$ cat src/rtl/lvds_fpd_serializer.sv
// 7:1 FPD-Link LVDS transmitter: packs one RGB666 pixel plus sync/enable into
// three data-lane words and a clock-lane word, shifted out MSB-first.
module lvds_fpd_serializer #(
  parameter logic        HS_IDLE  = 1'b0,
  parameter logic        VS_IDLE  = 1'b0,
  parameter int unsigned UF_WIDTH = 16
) (
  input  logic                pllOutClock,
  input  logic                resetN,
  input  logic                txEnable,
  input  logic                pixelValid,
  output logic                pixelReady,
  input  logic [5:0]          pixelR,
  input  logic [5:0]          pixelG,
  input  logic [5:0]          pixelB,
  input  logic                pixelHs,
  input  logic                pixelVs,
  input  logic                pixelDe,
  output logic                lane0,
  output logic                lane1,
  output logic                lane2,
  output logic                laneClk,
  output logic [UF_WIDTH-1:0] underflowCount,
  output logic                underflowFlag
);

  localparam logic [6:0] CLK_WORD  = 7'b1100011;
  localparam logic [2:0] LAST_PHASE = 3'd6;

  logic [2:0] phase;
  logic [6:0] sr0, sr1, sr2, src;
  logic [6:0] word0, word1, word2;
  logic [5:0] r, g, b;
  logic       hs, vs, de;

  // Ready is only a function of phase and enable, so a disable at the
  // phase-6 edge suppresses the load, the accept and the underflow together.
  assign pixelReady = txEnable & (phase == LAST_PHASE);

  always_comb begin
    r  = '0;
    g  = '0;
    b  = '0;
    hs = HS_IDLE;
    vs = VS_IDLE;
    de = 1'b0;
    if (pixelValid) begin
      r  = pixelR;
      g  = pixelG;
      b  = pixelB;
      hs = pixelHs;
      vs = pixelVs;
      de = pixelDe;
    end
    word0 = {g[0], r};
    word1 = {b[1:0], g[5:1]};
    word2 = {de, vs, hs, b[5:2]};
  end

  always_ff @(posedge pllOutClock) begin
    if (!resetN) begin
      phase          <= '0;
      sr0            <= '0;
      sr1            <= '0;
      sr2            <= '0;
      src            <= '0;
      underflowCount <= '0;
      underflowFlag  <= 1'b0;
    end else if (!txEnable) begin
      phase <= '0;
      sr0   <= '0;
      sr1   <= '0;
      sr2   <= '0;
      src   <= '0;
    end else if (phase == LAST_PHASE) begin
      phase <= '0;
      sr0   <= word0;
      sr1   <= word1;
      sr2   <= word2;
      src   <= CLK_WORD;
      if (!pixelValid) begin
        underflowFlag <= 1'b1;
        if (underflowCount != '1)
          underflowCount <= underflowCount + 1'b1;
      end
    end else begin
      phase <= phase + 3'd1;
      sr0   <= {sr0[5:0], 1'b0};
      sr1   <= {sr1[5:0], 1'b0};
      sr2   <= {sr2[5:0], 1'b0};
      src   <= {src[5:0], 1'b0};
    end
  end

  assign lane0   = sr0[6];
  assign lane1   = sr1[6];
  assign lane2   = sr2[6];
  assign laneClk = src[6];

endmodule
$ cat config.mk
export PLATFORM = sky130hd
export DESIGN_NAME = lvds_fpd_serializer
export DESIGN_NICKNAME = d
export VERILOG_FILES = /design/src/rtl/lvds_fpd_serializer.sv
export SDC_FILE = /design/constraint.sdc
export NUM_CORES = 1
export LEC_CHECK = 0
export CORE_ASPECT_RATIO = 1.4
export CORE_MARGIN = 4
export CORE_UTILIZATION = 40
export DETAILED_ROUTE_END_ITERATION = 16
export PLACE_DENSITY = 0.75
export SYNTH_ARGS = -nofsm -noshare
export SYNTH_HDL_FRONTEND = slang
export SYNTH_SLANG_ARGS = --single-unit
$ cat constraint.sdc
create_clock -name pllOutClock -period 1.8 [get_ports pllOutClock]
set_input_delay 0.36 -clock pllOutClock [delete_from_list [all_inputs] [get_ports pllOutClock]]
set_output_delay 0.36 -clock pllOutClock [all_outputs]
set_load 0.01 [all_outputs]
Word level (Yosys, flattened, before mapping)
Cells that the tools add are included.
- bits in registers: 48
- input bits: 25
- output and inout bits: 22
- logic and storage cells: 34
- add/sub/neg operators: 2
- eq/ne operators: 2
- multiplexer cells: 10
- bitwise gates (word level): 4
- reductions and logical operators: 5
- operators by type and width (kind ; number):
    two-way mux 7 bit ; 4
    two-way mux 6 bit ; 3
    adder 16 x 1 -> 16 bit (second input constant) ; 1
    inequality test 16 bit (second input constant) ; 1
    AND reduction 4 bit ; 2
    adder 3 x 1 -> 3 bit (second input constant) ; 1
    equality test 3 bit (second input constant) ; 1
    two-way mux 1 bit ; 3
    NOT 1 bit ; 3
    AND reduction 3 bit ; 1
    OR reduction 3 bit ; 1
    AND reduction 2 bit ; 1
    AND 1 bit ; 1

Logic depth before layout (Yosys ltp)
- word-level depth: 2
- mapped depth: 7
- gate-level depth less buffers: 6

Least setup slack after synthesis
OpenSTA, ideal clock, no wires.
- path kind: reg2reg
- start point: register phase[0]
- end point: register underflowCount[15]
- setup time: 0.072 ns
- data arrival time: 1.553 ns
- data required time: 1.728 ns
- slack: 0.175 ns
- stages on the path, launching flop included: 8
- path buffers: 1
- period minus slack after synthesis: 1.625 ns
- cells stage by stage: dfxtp_1 -> inv_1 -> ha_1 -> and4b_1 -> buf_6 -> nand4_4 -> or4_1 -> a21oi_1
- cells in the longest elaborated chain, start to end: 2
- ends and longest elaborated chain (what ; RTL line ; text):
    start, declared ; 30 ; logic [2:0] phase;
    start signal, assigned ; 87 ; phase <= phase + 3'd1;
    equality test 3 bit ; 75 ; end else if (phase == LAST_PHASE) begin
    AND reduction 4 bit (no line) ; - ;
    end signal, assigned ; 84 ; underflowCount <= underflowCount + 1'b1;
    end, declared ; 23 ; output logic [UF_WIDTH-1:0] underflowCount,
No other way between the ends.
A chain may end at the register's enable or synchronous reset.

Worst setup path after layout
- start point: input port txEnable
- end point: register underflowCount[13]
- cells in the longest elaborated chain, start to end: 1
- ends and longest elaborated chain (what ; RTL line ; text):
    start, declared ; 10 ; input logic txEnable,
    AND reduction 4 bit (no line) ; - ;
No other way between the ends.

==> impl_results.md <==
- Syn Nets: 202
- Routed wire length: approximately 4000 µm
- Final period demand of the worst path: 1.74 ns
- Synth area leaders: dfxtp_1, a22o_1, a21oi_1
- Share of cells above drive strength 1: 18.5%
- CP Capture Type: flip-flop
- Buffers on Ports: 46
- Maxcap violations: 0
- Multi-input logic area: 822 µm²
- Clock slew at the register clock pins of the worst setup and hold paths: roughly 0.090 ns
- Antenna diode count: 0
- Worst Max-Slew Pin Slew: 0.371 ns
- H-tree levels: 2
- Gr usage total: 15.1%
- Via-to-Cell Ratio: 5.03
- Clock latency on the worst-skew pair: 0.30 ns
- Vias in the first global route: around 1500
- Via count: 1549
- Outcome: completed
- Hpwl dp: 2920 µm
- Wire per inst: 12.6 µm
- Hold Slack: approximately 0.43 ns
- First-pass GRT wire length: 6620 µm
- Die height: 87.5 µm
- Register area share after synthesis: approximately 53%
- Dpl cells: 299
- Crit-path max FO: 4
- Worst hold start: phase[0]
- Hold endpoint: phase[0]
- Synth top area share: 53.2%
- Top Ports: 47
- EDFF count, synth: 0
- Static leakage: 0.00102 µW
- Post-route DRC violation count: 0
- Synthesized area: approximately 1800 µm²
- Die W: 64.8 µm
- Final setup skew: 0.00376 ns
- Critical Path AT: 1.98 ns
- Grt total ovfl: 0
- TritonCTS clock tree: built
- Synth Register Bits: 48
- Post-synth top flop: dfxtp_1
- Die area: 5670 µm²
- Dominant cell type by area after synthesis: dfxtp_1
- Syn Inst Count: 174
- Worst Hold Path Cells: 1
- Synthesized area per cell: 10.4 µm²
- Period Utilization, post-route: 96.4%
- DP Area: between 2000 and 3000 µm²
- Clock root cell: clkbuf_8
- Worst r2r src: phase[0]
- Most common cell in the netlist: dfxtp_1
- R2r worst-path depth: 6
- Setup TNS: 0 ns
- # hold bufs at CTS: 0
- DR iter-0 viols: 54
- Synth unique cells: 35
- Detailed-router iteration count before antenna repair: 4
- Peak VDD IR: 624 µV
- Worst reg-to-reg setup slack: 0.09 ns
- # setup viols final: 0
- Pre-CTS setup slack: -0.288 ns
- Fmax: 0.576 GHz
- Hold Fails Final Rpt: 0
- Worst Setup Start Kind: input pin
- # clock sinks: between 40 and 50
- Gpl congestion: 0.737
- Design area: 2660 µm²
- Fillers: 367
- RSZ-0062 raised after global routing: yes
- Largest net degree at the start of global routing: 22
- Critical path type: in2reg
- HP Class: reg2reg
- Post-DRT Antenna Nets: 0
- Initial antenna violation count: 0
- Asr flop ratio synth: 0%
- # nets final: 275
- Synth cell count leaders: dfxtp_1, a22o_1, a21oi_1
- Pins Over Slew Limit: 0
- Core ar.: about 4300 µm²
- Initial core utilization: 41.9%
- Yosys warnings: 0
- Placement Rows: 28
- Power per Cell Area: 689 nW/µm²
- R2R Path End: underflowCount[13]
- Final std cells w/o fill: approximately 310
- Inserted Clock Buffers: 5
- Register area: between 900 and 1000 µm²
- Slew margin rel.: 75.3%
- Area growth syn-to-layout: 47.1%
- Setup slack after layout: 0.0646 ns
- Worst EP required: 2.05 ns
- CTS Buffer Depth: 2
==> final cells by class <==
type | instances | area share [%]
Clock inverter | 2 | 0.566
Inverter | 3 | 0.424
Multi-Input combinational cell | 116 | 31.0
Clock buffer | 6 | 3.11
Sequential cell | 48 | 36.2
Timing Repair Buffer | 73 | 25.9
Tap cell | 60 | 2.83
==> where the power goes <==
| part | internal (µW) | leakage, µW | total, µW | switching (µW) |
|---|---|---|---|---|
| registers | 1060 | 0.000387 | 1060 | 1.67 |
| clock network | 311 | 0.0000434 | 669 | 358 |
| logic | 62.5 | 0.000588 | 94.6 | 32.1 |
| total | 1440 | 0.00102 | 1830 | 392 |
==> cell families after synthesis <==
group / after synthesis / share of synthesized area, %
AOI/OAI and AO/OA: 48 / 19.4
xor gates and xnor gates: 2 / 0.970
adders and majority gates: 3 / 2.08
buffers and inverters: 10 / 2.49
DFF: 48 / 53.2
muxes: 2 / 1.11
and+or+nand+nor: 61 / 20.7
==> registers in the layout, summed over array words and instances, names as in the netlist <==
register,flops
sr0,7
phase,3
underflowFlag,1
src,7
sr2,7
sr1,7
underflowCount,16
==> through the flow <==
step / utilization, % / total power, µW
detailed placement: 58.7 / 1180
finish: 61.6 / 1830
CTS: 60.9 / 1850
floorplan: - / 1110
global route: 61.6 / 1910
global placement: 58.7 / 1180
==> cell usage in the layout, fill, tap and decap left out, drive strengths merged, types with 7 or more instances in the layout <==
| master | count |
|---|---|
| nand2 | 12 |
| buf | 27 |
| a21oi | 13 |
| a22o | 18 |
| nand4 | 7 |
| clkdlybuf4s50 | 45 |
| nand3 | 7 |
| nor2 | 8 |
| dfxtp | 48 |
==> critical path: stages <==
cell	delay (ns)
clkdlybuf4s50_1	0.52
and4b_2	0.33
nand4_4	0.13
or4_4	0.50
a21oi_2	0.14
==> per-layer routing <==
| metal | wire length [µm] | part of all wire, % | vias to the layer above | GRT usage, % |
|---|---|---|---|---|
| met2 | 2010 | 52 | 25 | 25.4 |
| li1 | - | - | 798 | - |
| met3 | 165 | 4.2 | 6 | 4.52 |
| met5 | 0 | 0 | - | 0 |
| met1 | 1640 | 42 | 720 | 17.7 |
| met4 | 73 | 1.9 | 0 | 6.35 |
==> worst max path at each step <==
| stage | from | endpoint | slack, ns | cells after the start |
|---|---|---|---|---|
| floorplan | phase[0] | underflowCount[15] | 0.17 | 7 |
| global placement | txEnable | underflowCount[13] | -0.25 | 5 |
| detailed placement | txEnable | underflowCount[13] | -0.29 | 5 |
| CTS | txEnable | underflowCount[13] | 0.03 | 5 |
| global route | phase[0] | pixelReady | -0.02 | 5 |
| finish | txEnable | underflowCount[13] | 0.06 | 5 |
==> timing repair <==
| item | 4_1_cts | 5_1_grt |
|---|---|---|
| pin swaps | 0 | 2 |
| setup buffers | 0 | 1 |
| setup endpoints to repair | 1 | 9 |
| resized for setup | 1 | 7 |
Note: power is estimated with default switching activity, not from simulation.
